==> src/rtl/mac_dst_filter_if.sv <==
// RX word stream into the destination filter and its registered decision back out.
// master = MAC RX side (drives words, reads decision); slave = mac_dst_filter.
interface mac_dst_filter_if;
  logic [15:0] i_rx_data;
  logic [9:0]  i_wordNum;
  logic        i_data_valid;
  logic        i_recvDn;
  logic        o_recv_keep;
  logic        o_match_valid;
  logic [1:0]  o_match_type;
  logic [3:0]  o_mcast_idx;

  modport master (
    output i_rx_data, i_wordNum, i_data_valid, i_recvDn,
    input  o_recv_keep, o_match_valid, o_match_type, o_mcast_idx
  );

  modport slave (
    input  i_rx_data, i_wordNum, i_data_valid, i_recvDn,
    output o_recv_keep, o_match_valid, o_match_type, o_mcast_idx
  );
endinterface

==> src/rtl/mac_dst_filter.sv <==
// Destination-MAC keep/drop filter: decision registered one edge after word 3, held until i_recvDn; no backpressure.
// Optional saturating drop counter when MAC_DST_FILTER_STATS_EN is defined.
module mac_dst_filter #(
  parameter int MCAST_N     = 4,
  parameter int MCAST_CNT_W = 16
) (
  input  logic                     i_clk,
  input  logic                     i_rst_n,
  mac_dst_filter_if.slave          rx,
  input  logic [47:0]              i_local_node_mac,
  input  logic [48*MCAST_N-1:0]    i_mcast_tbl,
  input  logic [MCAST_N-1:0]       i_mcast_en,
  input  logic                     i_bcast_en,
  input  logic                     i_promisc,
  input  logic                     i_cnt_clr,
  output logic [MCAST_CNT_W-1:0]   o_drop_cnt
);

  typedef enum logic [1:0] {IDLE, W2, W3, DONE} state_t;

  state_t             state;
  logic               uc_flag, bc_flag;
  logic [MCAST_N-1:0] mc_flag;

  logic               uc_eq, bc_eq;
  logic [MCAST_N-1:0] mc_eq;
  logic               uc_fin, bc_fin;
  logic [MCAST_N-1:0] mc_fin;
  logic [1:0]         nxt_type;
  logic [3:0]         nxt_idx;
  logic               nxt_keep;
  logic               dec_fire;

  // Address word for the current word index; word 1 carries the high 16 bits.
  function automatic logic [15:0] mac_word(input logic [47:0] mac, input logic [9:0] num);
    case (num)
      10'd2:   mac_word = mac[31:16];
      10'd3:   mac_word = mac[15:0];
      default: mac_word = mac[47:32];
    endcase
  endfunction

  always_comb begin
    uc_eq = (rx.i_rx_data == mac_word(i_local_node_mac, rx.i_wordNum));
    bc_eq = (rx.i_rx_data == 16'hFFFF);
    mc_eq = '0;
    for (int k = 0; k < MCAST_N; k++) begin
      mc_eq[k] = (rx.i_rx_data == mac_word(i_mcast_tbl[48*k +: 48], rx.i_wordNum));
    end
  end

  // Final classification, only consumed on the word-3 cycle.
  always_comb begin
    uc_fin   = uc_flag & uc_eq;
    bc_fin   = bc_flag & bc_eq & i_bcast_en;
    mc_fin   = mc_flag & mc_eq & i_mcast_en;
    nxt_type = 2'd0;
    nxt_idx  = 4'd0;
    for (int k = MCAST_N - 1; k >= 0; k--) begin
      if (mc_fin[k]) begin
        nxt_idx = 4'(k);
      end
    end
    if (bc_fin) begin
      nxt_type = 2'd2;
      nxt_idx  = 4'd0;
    end else if (uc_fin) begin
      nxt_type = 2'd1;
      nxt_idx  = 4'd0;
    end else if (|mc_fin) begin
      nxt_type = 2'd3;
    end
    nxt_keep = i_promisc | (nxt_type != 2'd0);
    dec_fire = (state == W3) && rx.i_data_valid && (rx.i_wordNum == 10'd3) && !rx.i_recvDn;
  end

  always_ff @(posedge i_clk or negedge i_rst_n) begin
    if (!i_rst_n) begin
      state            <= IDLE;
      uc_flag          <= 1'b0;
      bc_flag          <= 1'b0;
      mc_flag          <= '0;
      rx.o_recv_keep   <= 1'b1;
      rx.o_match_valid <= 1'b0;
      rx.o_match_type  <= 2'd0;
      rx.o_mcast_idx   <= 4'd0;
    end else if (rx.i_recvDn) begin
      state            <= IDLE;
      rx.o_recv_keep   <= 1'b1;
      rx.o_match_valid <= 1'b0;
      rx.o_match_type  <= 2'd0;
      rx.o_mcast_idx   <= 4'd0;
    end else begin
      case (state)
        IDLE: begin
          if (rx.i_data_valid && rx.i_wordNum == 10'd1) begin
            uc_flag <= uc_eq;
            bc_flag <= bc_eq;
            mc_flag <= mc_eq;
            state   <= W2;
          end
        end
        W2: begin
          if (rx.i_data_valid) begin
            if (rx.i_wordNum == 10'd2) begin
              uc_flag <= uc_flag & uc_eq;
              bc_flag <= bc_flag & bc_eq;
              mc_flag <= mc_flag & mc_eq;
              state   <= W3;
            end else if (rx.i_wordNum == 10'd1) begin
              uc_flag <= uc_eq;
              bc_flag <= bc_eq;
              mc_flag <= mc_eq;
            end else begin
              state <= IDLE;
            end
          end
        end
        W3: begin
          if (rx.i_data_valid) begin
            if (rx.i_wordNum == 10'd3) begin
              state            <= DONE;
              rx.o_recv_keep   <= nxt_keep;
              rx.o_match_valid <= 1'b1;
              rx.o_match_type  <= nxt_type;
              rx.o_mcast_idx   <= nxt_idx;
            end else if (rx.i_wordNum == 10'd1) begin
              uc_flag <= uc_eq;
              bc_flag <= bc_eq;
              mc_flag <= mc_eq;
              state   <= W2;
            end else begin
              state <= IDLE;
            end
          end
        end
        default: ;  // DONE holds the decision until i_recvDn
      endcase
    end
  end

`ifdef MAC_DST_FILTER_STATS_EN
  always_ff @(posedge i_clk or negedge i_rst_n) begin
    if (!i_rst_n) begin
      o_drop_cnt <= '0;
    end else if (i_cnt_clr) begin
      o_drop_cnt <= '0;
    end else if (dec_fire && !nxt_keep && (o_drop_cnt != '1)) begin
      o_drop_cnt <= o_drop_cnt + MCAST_CNT_W'(1);
    end
  end
`else
  logic unused_stats;
  assign unused_stats = i_cnt_clr | dec_fire;
  assign o_drop_cnt   = '0;
`endif

endmodule

==> src/flat_wrapper.sv <==
// flat-port wrapper written by rule: the top's interface ports become plain ports
module mac_dst_filter_flat 
#(
  parameter int MCAST_N     = 4,
  parameter int MCAST_CNT_W = 16
)
  (i_clk, i_rst_n, i_local_node_mac, i_mcast_tbl, i_mcast_en, i_bcast_en, i_promisc, i_cnt_clr, o_drop_cnt, rx_i_rx_data, rx_i_wordNum, rx_i_data_valid, rx_i_recvDn, rx_o_recv_keep, rx_o_match_valid, rx_o_match_type, rx_o_mcast_idx);
  mac_dst_filter_if rx_i ();
  input  logic i_clk;
  input  logic i_rst_n;
  input  logic [47:0] i_local_node_mac;
  input  logic [48*MCAST_N-1:0] i_mcast_tbl;
  input  logic [MCAST_N-1:0] i_mcast_en;
  input  logic i_bcast_en;
  input  logic i_promisc;
  input  logic i_cnt_clr;
  output logic [MCAST_CNT_W-1:0] o_drop_cnt;
  input wire logic [$bits(rx_i.i_rx_data)-1:0] rx_i_rx_data;
  input wire logic [$bits(rx_i.i_wordNum)-1:0] rx_i_wordNum;
  input wire logic [$bits(rx_i.i_data_valid)-1:0] rx_i_data_valid;
  input wire logic [$bits(rx_i.i_recvDn)-1:0] rx_i_recvDn;
  output wire logic [$bits(rx_i.o_recv_keep)-1:0] rx_o_recv_keep;
  output wire logic [$bits(rx_i.o_match_valid)-1:0] rx_o_match_valid;
  output wire logic [$bits(rx_i.o_match_type)-1:0] rx_o_match_type;
  output wire logic [$bits(rx_i.o_mcast_idx)-1:0] rx_o_mcast_idx;
  assign rx_i.i_rx_data = rx_i_rx_data;
  assign rx_i.i_wordNum = rx_i_wordNum;
  assign rx_i.i_data_valid = rx_i_data_valid;
  assign rx_i.i_recvDn = rx_i_recvDn;
  assign rx_o_recv_keep = rx_i.o_recv_keep;
  assign rx_o_match_valid = rx_i.o_match_valid;
  assign rx_o_match_type = rx_i.o_match_type;
  assign rx_o_mcast_idx = rx_i.o_mcast_idx;
  mac_dst_filter #(.MCAST_N(MCAST_N), .MCAST_CNT_W(MCAST_CNT_W)) u_core (.i_clk(i_clk), .i_rst_n(i_rst_n), .rx(rx_i), .i_local_node_mac(i_local_node_mac), .i_mcast_tbl(i_mcast_tbl), .i_mcast_en(i_mcast_en), .i_bcast_en(i_bcast_en), .i_promisc(i_promisc), .i_cnt_clr(i_cnt_clr), .o_drop_cnt(o_drop_cnt));
endmodule
==> config.mk <==
export PLATFORM = sky130hd
export DESIGN_NAME = mac_dst_filter_flat
export DESIGN_NICKNAME = d
export VERILOG_FILES = /design/src/rtl/mac_dst_filter_if.sv /design/src/rtl/mac_dst_filter.sv /design/src/flat_wrapper.sv
export SDC_FILE = /design/constraint.sdc
export NUM_CORES = 1
export LEC_CHECK = 0
export CAP_MARGIN = 40
export CORE_AREA = 4 4 115 117
export DETAILED_ROUTE_END_ITERATION = 7
export DIE_AREA = 0 0 119 121
export PLACE_DENSITY_LB_ADDON = 0.08
export SLEW_MARGIN = 30
export SYNTH_ARGS = -nofsm -noshare
export SYNTH_HDL_FRONTEND = slang
export SYNTH_SLANG_ARGS = --single-unit
==> constraint.sdc <==
create_clock -name i_clk -period 4.88 [get_ports i_clk]
set_input_delay 0.976 -clock i_clk [delete_from_list [all_inputs] [get_ports i_clk]]
set_output_delay 0.976 -clock i_clk [all_outputs]
set_load 0.1 [all_outputs]
==> reports/metrics.csv <==
stage,metric,value,unit
run_status,status,completed,
setup_path,FF-to-FF Start,u_core.state[0],
place,GPL Wtd Cong,0.903,
floorplanning,Core Box Area,12400,µm²
detailed_routing,routed via count,6321,
final_layout,layout cells sized above 1,8.82,%
timing,Hold Fails Final Rpt,0,
floorplanning,placement row count,41,
pwr,sequential cell fraction of total power,14.2,%
clocking,Sinks on Clock Net,14,
pwr,Leak Pwr,2.82,nW
logic_synthesis,synthesized instance count,588,
logic_synthesis,post-synth top area share,18.3,%
global_route,vias in the first global route,6324,
floorplanning,Ports,301,
floorplanning,Die Ht,121,µm
clocking,Post-CTS Setup Inserts,0,
global_route,grt total ovfl,0,
pwr,switching share of power,38.5,%
worst_hold_path,hold path start,u_core.rx.o_mcast_idx[1],
pwr,power per cell area,120,nW/µm²
logic_synthesis,"Distinct cells, synth",73,
clocking,total CTS buffers,3,
logic_synthesis,cell taking the most area after synthesis,mux2i_1,
timing,fin crit period,4.24,ns
final_layout,Nets,1132,
logic_synthesis,syn_area_per_cell,7.64,µm²
detailed_routing,Routed Antenna Nets,0,
pwr,Internal Pwr Total,0.553,mW
clocking,cts repair resizes,0,
setup_path,Worst setup startpoint,rx_i_wordNum[9],
timing,skew final,0.00243,ns
pwr,Worst VDD drop,0.0000972,V
detailed_routing,Detailed Route WL,24100,µm
timing,Max Slew Vio Count,0,
detailed_routing,initial detailed-routing violation count,686,
floorplanning,full die area,14400,µm²
timing,slew margin rel.,49.5,%
pwr,Comb power frac,66.6,%
logic_synthesis,Post-synth EDFFs,0,
clocking,clock-pin slew on the worst setup and hold paths,0.05,ns
pwr,Switching Power,0.345,mW
global_route,gr usage total,31.2,%
clocking,deepest clock path buffer count,2,
setup_path,largest fanout on the critical path,33,
logic_synthesis,Yosys warnings,0,
detailed_routing,Routed WL per cell,23.6,µm
timing,Post-Route Setup TNS,0,ns
timing,Max Clk Rate,0.236,GHz
flow_run,Max-cap violations,0,
clocking,clk root buf,clkbuf_16,
setup_path,required time worst endpoint,5.05,ns
worst_hold_path,hold crit path type,reg -> reg,
floorplanning,Chip Width,119,µm
timing,RSZ-0062 raised after global routing,false,
detailed_routing,DR DRC count,0,
clocking,Post-CTS Hold Fix Bufs,0,
setup_path,Worst Setup Path Type,in -> reg,
clocking,CTS tree,yes,
logic_synthesis,asr flop ratio synth,100,%
detailed_routing,Via density,6.18,
detailed_routing,DRT Pass-1 Iters,8,
final_layout,Antenna Cells,0,
global_route,antenna violations before repair,0,
timing,period utilisation layout,86.8,%
setup_path,CP startpoint kind,input port,
place,hpwl dp,19500,µm
timing,Slew @ Worst Pin,0.757,ns
place,# port buffers,281,
global_route,first-pass GRT wire length,35300,µm
logic_synthesis,register bit total from synthesis,14,
floorplanning,Initial Util,36.3,%
timing,Final setup viols,0,
global_route,pin count of the biggest net entering global routing,51,
final_layout,Layout fillers,1120,
pwr,Clock Power Share,19.3,%
final_layout,Reg area,352,µm²
logic_synthesis,Mapped Area,4490,µm²
setup_path,Setup crit end kind,flop,
clocking,Skew-Pair Late Insertion Delay,0.24,ns
setup_path,Crit path arrival time,4.41,ns
place,DP Worst Slack,0.425,ns
final_layout,Multi-input gate area,3600,µm²
logic_synthesis,synth top area cells,"mux2i_1 (18%), dfrtp_1 (7.2%), mux2_2 (4.8%), buf_4 (4.7%), a211oi_1 (4.3%)",
pwr,Tot Pwr,0.898,mW
logic_synthesis,ys flop type,dfrtp_1,
logic_synthesis,"Seq/Total Area, Yosys",7.83,%
final_layout,Final Util,60.8,%
timing,post-route setup slack,0.644,ns
timing,final hold slack,0.495,ns
clocking,H-tree lvl count,1,
final_layout,Synth-to-Final Area Change,67.3,%
==> layer usage <==
layer	wire length [µm]	global-route usage (%)	vias up
met5	0	0	-
met2	11500	54.0	484
met3	2830	7.51	68
met4	849	10.1	0
li1	-	-	2852
met1	8940	38.0	2917
==> worst max-delay path, cell delays in order <==
cell and delay [ns]:
clkdlybuf4s50_1 0.46, nor4_4 0.37, and3_4 0.56, buf_4 0.26
mux2i_1 0.10, a221o_1 0.36, or4_1 0.61, nor3_1 0.36
nor4_1 0.15, a22oi_2 0.18
==> cell type report <==
type / count / area share, %
Multi-Input combinational cell: 479 / 48.0
Clock buffer: 4 / 1.18
Tap cell: 172 / 2.86
Inverter: 37 / 1.85
Sequential cell: 14 / 4.68
Timing Repair Buffer: 316 / 41.4
==> per-stage QoR <==
stage          instance area [µm²]  instances
4_1_cts                       7510       1022
2_1_floorplan                 4550        605
6_report                      7510       1022
3_5_place_dp                  7420       1018
3_3_place_gp                  7330       1012
5_1_grt                       7510       1022
==> synthesized netlist by cell type, types with 13 or more instances <==
cell,count
a21oi_1,20
inv_1,35
mux2i_1,82
clkbuf_1,22
o22ai_1,26
nor2_1,21
o211ai_1,15
a211oi_1,26
buf_2,14
mux2_2,19
nand4_1,30
dfrtp_1,13
a31oi_1,31
buf_4,28
nand2_1,17
o21ai_0,21
==> power by group through the flow <==
stage / Clock [mW] / Sequential, mW / Combinational [mW]
final: 0.173 / 0.127 / 0.598
after detailed placement: 0 / 0.129 / 0.586
after global placement: 0 / 0.128 / 0.581
after floorplan: 0 / 0.128 / 0.282
after CTS: 0.173 / 0.127 / 0.589
after global routing: 0.180 / 0.128 / 0.628
==> cell usage in the layout (no fill, tap or decap), types with 11 or more instances in the layout <==
| cell type | netlist | layout |
|---|---|---|
| clkdlybuf4s50_1 | 0 | 279 |
| mux2i_1 | 82 | 82 |
| inv_1 | 35 | 35 |
| a31oi_1 | 31 | 31 |
| nand4_1 | 30 | 30 |
| buf_4 | 28 | 30 |
| a211oi_1 | 26 | 26 |
| o22ai_1 | 26 | 26 |
| nor2_1 | 21 | 21 |
| o21ai_0 | 21 | 21 |
| a21oi_1 | 20 | 20 |
| mux2_2 | 19 | 19 |
| conb_1 | 1 | 18 |
| nand2_1 | 17 | 17 |
| o211ai_1 | 15 | 15 |
| dfrtp_1 | 13 | 13 |
| nor3_1 | 11 | 11 |
| a22oi_1 | 11 | 11 |
==> worst paths after layout <==
path | to | slack (ns) | cells past startpoint
worst max-delay path | u_core.rx.o_recv_keep | 0.64 | 10
worst min-delay path | u_core.rx.o_mcast_idx[1] | 0.49 | 2
worst max register to register | u_core.rx.o_mcast_idx[1] | 2.63 | 6
worst min register to register | u_core.rx.o_mcast_idx[1] | 0.49 | 2
max in group asynchronous | u_core.rx.o_match_type[1] | 3.35 | 1
min in group asynchronous | u_core.rx.o_match_valid | 1.13 | 1
==> flip-flops by register name, summed over array words and instances, names as in the netlist <==
register                 flops
u_core.uc_flag               1
u_core.rx.o_mcast_idx        2
u_core.mc_flag               4
u_core.state                 2
u_core.rx.o_recv_keep        1
u_core.bc_flag               1
u_core.rx.o_match_type       2
u_core.rx.o_match_valid      1
==> cell families (layout without fill, tap and decap cells) <==
kind of cell	count (synthesis)	after routing	share of synthesized area, %
other cells	1	18	0.0835
simple gates	131	131	17.7
mux	101	101	23.0
xor+xnor	12	12	2.34
fa+ha+maj	4	4	1.11
flops	14	14	7.83
compound gates	213	213	34.4
buf+inv	112	357	13.4
(Power assumes the default switching activity.)
==> patch 1: new RTL, config.mk and constraints unchanged <==
Build with the macro `MAC_DST_FILTER_STATS_EN` defined.
--- a/src/rtl/mac_dst_filter.sv
+++ b/src/rtl/mac_dst_filter.sv
@@ -2,2 +2,4 @@
 // Optional saturating drop counter when MAC_DST_FILTER_STATS_EN is defined.
+`define MAC_DST_FILTER_STATS_EN
+
 module mac_dst_filter #(
Formal check against the unedited RTL: not equivalent (a bounded check fails within 4 cycles, from zero or initial values and one cycle with i_rst_n low).
==> patch 1 against the unedited design <==
Setup slack worse by 0.35 ns. Routed wire length is 1.9% lower. Clock power is 75% higher. Power is 22% higher. Area after synthesis is 15% higher. Clock skew is 0.0018 ns higher. Final area is 16% higher. Sequential cell count is 16 higher. Count of clock-buffer cells in the layout is 2 higher. Highest routed layer unchanged.
==> patch 1: results (changes against the unedited design) <==
Place
  – Detailed placer's ending HPWL: 20.01 mm (+2.6%)
  – Port-buffer cells: 298 (+6.0%)
  – Routability congestion estimate from global placement: 0.9016 (-0.18%)

Synthesis
  – Adder-cell area share of the yosys netlist: 1.215% (+0.10 points)
  – Proportion of synthesized area in mux cells: 21.28% (-1.8 points)
  – Post-synth cell types: 78 (+6.8%)
  – Xor/xnor cell area share of the yosys netlist: 12.59% (+10 points)
  – Top post-synthesis cells by area: mux2i_1 (14%), dfrtp_1 (14%), xnor2_1 (9.9%), mux2_2 (4.4%), nor2_1 (3.0%)
  – Register area share after synthesis: 14.60% (+6.8 points)
  – Fraction of the mapped netlist area in compound gates: 21.67% (-13 points)

Finish
  – Multi-input gate share of the layout cell area: 45.52% (-2.5 points)
  – Share of layout cells above drive strength 1: 10.41% (+1.6 points)
  – Number of filler instances in the final layout: 952 (-15%)
  – Area share of buffers outside the clock network: 40.43% (-1.0 points)
  – Number of clock buffer instances in the layout: 6 (+2)
  – Non-clock inverter total of the final layout: 33 (-11%)
  – Number of nets in the finished design: 1224 (+8.1%)
  – Clock distribution area overhead in the final layout: 1.587% (+0.40 points)

Critical path
  – Standard cell with the maximum stage delay on the critical path: o2111ai_2
  – Signal arrival time at the worst endpoint: 4.78 ns (+0.37 ns)
  – Largest driver fanout on the critical path: 15 (-55%)

Pwr
  – Maximum vdd ir drop: 0.1127 mV (+16%)

Clocking
  – H-Tree Level Count: 2 (+1)
  – Clock buffers created by TritonCTS: 5 (+2)

Global routing
  – Wire length of the first global-routing pass: 34.86 mm (-1.3%)

Detailed routing
  – Number of optimization iterations in the first detailed-route pass: 7 (-1)
  – DRT iter0 DRCs: 643 (-6.3%)
  – Total via count in the routed design: 6419 (+1.6%)

Run status
  – Status: complete, no violations

STA
  – Fin Clk Skew: 0.004275 ns (+0.001845 ns)
## patch 1: cell count changes after synthesis, moves of 10 or more
cell | before | now
xnor2_1 | 8 | 58
a31oi_1 | 31 | 6
a211oi_1 | 26 | 3
nand2_1 | 17 | 38
nor2_1 | 21 | 41
buf_4 | 28 | 10
dfrtp_1 | 13 | 29
nand4_1 | 30 | 16
o22ai_1 | 26 | 14
xor2_1 | 4 | 16
nor4_1 | 5 | 16
a22oi_1 | 11 | 1
nor2b_1 | 1 | 11
## patch 1: worst min-delay path by stage
stage	slack (ns)	endpoint	from
after CTS	0.49	u_core.rx.o_match_type[0]	u_core.rx.o_match_type[0]
final	0.49	u_core.rx.o_match_type[0]	u_core.rx.o_match_type[0]
after detailed placement	0.47	u_core.rx.o_match_type[0]	u_core.rx.o_match_type[0]
after global routing	0.52	u_core.bc_flag	u_core.bc_flag
after global placement	0.45	u_core.rx.o_match_type[0]	u_core.rx.o_match_type[0]
after floorplan	0.46	u_core.mc_flag[0]	u_core.mc_flag[0]
## patch 1: through the flow
step	total power [W]	area (sq um)	std cells	setup WS (ns)
2_1_floorplan	0.0004891	5154	633	1.296
3_3_place_gp	0.0007842	8269	1084	0.2112
3_5_place_dp	0.0007904	8600	1106	0.06622
4_1_cts	0.001089	8738	1112	0.3229
5_1_grt	0.001135	8750	1113	0.09262
6_report	0.001095	8750	1113	0.2902
## patch 1: layer usage
layer	track usage, %	vias up	wire length (microns)
met5	0	-	0
met1	34.55	3053	8813
met4	11.59	0	918
met3	4.289	63	1543
li1	-	2988	-
met2	58.11	315	12370
## patch 1: critical path, delay by kind of cell
family	cells	cell delay, ns
multiplexers	1	0.26
XOR/XNOR	1	0.15
buffers and inverters	3	0.91
AND/OR/NAND/NOR	2	0.90
AO/OA/AOI/OAI	5	1.56
==> patch 2: new RTL, same flow settings <==
Made on the original files. Register the input `i_promisc` before use, cleared by the reset. The logic sees it one clock later. The other inputs are not delayed to match.
--- a/src/rtl/mac_dst_filter.sv
+++ b/src/rtl/mac_dst_filter.sv
@@ -19,2 +19,12 @@
   typedef enum logic [1:0] {IDLE, W2, W3, DONE} state_t;
+
+  logic i_promisc_q;
+
+  always_ff @(posedge i_clk or negedge i_rst_n) begin
+    if (!i_rst_n) begin
+      i_promisc_q <= '0;
+    end else begin
+      i_promisc_q <= i_promisc;
+    end
+  end
 
@@ -72,3 +82,3 @@
     end
-    nxt_keep = i_promisc | (nxt_type != 2'd0);
+    nxt_keep = i_promisc_q | (nxt_type != 2'd0);
     dec_fire = (state == W3) && rx.i_data_valid && (rx.i_wordNum == 10'd3) && !rx.i_recvDn;
Check against the original RTL: not equivalent (a bounded check fails within 4 cycles, from zero or initial values and one cycle with i_rst_n low).
==> patch 2 against the unedited design <==
Sequential cell count grew 1. Setup slack lost 0.11 ns. Via count down 13%. Area after synthesis is 6.5% lower. Final area is 1.8% lower. Routed wire length shrank 12%. Power is 3.5% lower. Largest power group unchanged.
==> patch 2: results (changes against the unedited design) <==
Run status
  – Status: complete, no violations

Finish
  – Number of nets in the finished design: 1096 (-3.2%)
  – Share of layout cells above drive strength 1: 8.231% (-0.59 points)
  – Number of filler instances in the final layout: 1162 (+3.8%)
  – Fin cells: 986 (-3.5%)

Place
  – Detailed placer's ending HPWL: 17.69 mm (-9.3%)
  – Placed insts: 982 (-3.5%)
  – Placed Instance Area: 0.007295 sq mm (-1.7%)
  – Post-place setup slack: 0.2275 ns (-0.1976 ns)
  – Routability congestion estimate from global placement: 0.9583 (+6.1%)

Synthesis
  – Register area share after synthesis: 8.966% (+1.1 points)
  – Top cells by instance count after synthesis: mux2i_1 (77), xnor2_1 (39), xor2_1 (30)
  – Synthesized area divided by synthesized cell count: 7.793 sq um (+2.0%)
  – Top post-synthesis cells by area: mux2i_1 (18%), dfrtp_1 (8.3%), xnor2_1 (8.1%), xor2_1 (6.3%), mux2_2 (5.9%)
  – Post-synth cell types: 70 (-4.1%)

Detailed routing
  – DR WL/cell: 21.48 microns (-9.0%)
  – DRT iter0 DRCs: 403 (-41%)
  – Total via count in the routed design: 5530 (-13%)

Pwr
  – Total leakage power: 2.820 nW (about the same)
  – Maximum vdd ir drop: 0.1355 mV (+39%)
  – Total internal power: 0.0005482 W (-0.80%)

Global routing
  – Total Routing Usage GR: 27.89% (-3.3 points)
  – Met3 Track Usage GR: 5.221% (-2.3 points)
  – Met2 Resource Use GR: 50.76% (-3.3 points)
  – Wire length of the first global-routing pass: 31.82 mm (-9.9%)
  – Via count of the first global-routing pass: 5703 (-9.8%)
  – Pin count of the biggest net entering global routing: 52 (+2.0%)

STA
  – Fin Clk Skew: 0.001143 ns (-0.001287 ns)
  – Time the final worst path needs with I/O delays and setup: 4.344 ns (+0.1078 ns)
  – Least-Margin Pin Slew: 0.8452 ns (+0.08824 ns)

Hold path
  – Hold wc startpoint: u_core.mc_flag[1]
  – Worst hold path endpoint: u_core.mc_flag[1]

Critical path
  – Largest driver fanout on the critical path: 30 (-9.1%)
  – Endpoint of the worst-slack reg-to-reg timing path: u_core.state[1]
  – Worst R2R Setup Slack: 2.82 ns (+0.19 ns)
patch 2: worst max-delay path by stage:
| stage | from | to | cells after the start |
|---|---|---|---|
| final | rx_i_wordNum[9] | u_core.rx.o_match_type[1] | 10 |
| after global routing | rx_i_wordNum[9] | u_core.rx.o_match_type[1] | 10 |
| after CTS | rx_i_wordNum[9] | u_core.rx.o_match_type[1] | 10 |
| after detailed placement | rx_i_wordNum[9] | u_core.rx.o_match_type[1] | 10 |
| after global placement | rx_i_wordNum[9] | u_core.rx.o_recv_keep | 9 |
| after floorplan | rx_i_wordNum[9] | u_core.rx.o_recv_keep | 9 |
patch 2: power by group through the flow:
stage	sequential, W	clock, W	combinational [W]
finish	0.000125	0.000161	0.000580
global route	0.000125	0.000167	0.000616
CTS	0.000125	0.000160	0.000578
detailed placement	0.000127	0	0.000575
global placement	0.000127	0	0.000570
floorplan	0.000127	0	0.000279
patch 2: cell type report:
class	instances	area [sq um]	share of cell area, %
clock buffer	4	78.83	1.069
inverter	28	105.1	1.425
multi-input combinational	455	3497	47.43
sequential	15	376.6	5.108
tap	172	215.2	2.919
timing repair buffer	312	3100	42.05
patch 2: metal layers:
metal	share of wire (%)	vias to the layer above
li1	-	2581
met1	38	2563
met2	49	349
met3	10	37
met4	2.9	0
met5	0	-
patch 2: kinds of logic (layout without fill, tap and decap cells):
family	Yosys count	after routing	share of synthesized area, %
AOI/OAI and AO/OA	136	136	23.65
other	1	18	0.08928
xor gates and xnor gates	69	69	14.39
DFF	15	15	8.967
adders and majority gates	4	4	1.192
buffers and inverters	86	344	9.711
and+or+nand+nor	129	129	17.75
muxes	99	99	24.25
patch 2: worst max-delay path: stages:
cell,delay [ns]
clkdlybuf4s50_1,0.45
or4_1,0.65
nor3_4,0.46
buf_4,0.46
mux2i_1,0.16
a2111oi_0,0.41
and4b_1,0.34
and4b_1,0.21
o31ai_1,0.08
a221oi_1,0.27
patch 2: per-stage QoR:
step | hold slack, ns | power, W
3_5_place_dp | 0.4735 | 0.0007023
5_1_grt | 0.5054 | 0.0009085
3_3_place_gp | 0.4719 | 0.0006967
6_report | 0.4914 | 0.0008661
2_1_floorplan | 0.4493 | 0.0004061
4_1_cts | 0.4915 | 0.0008632
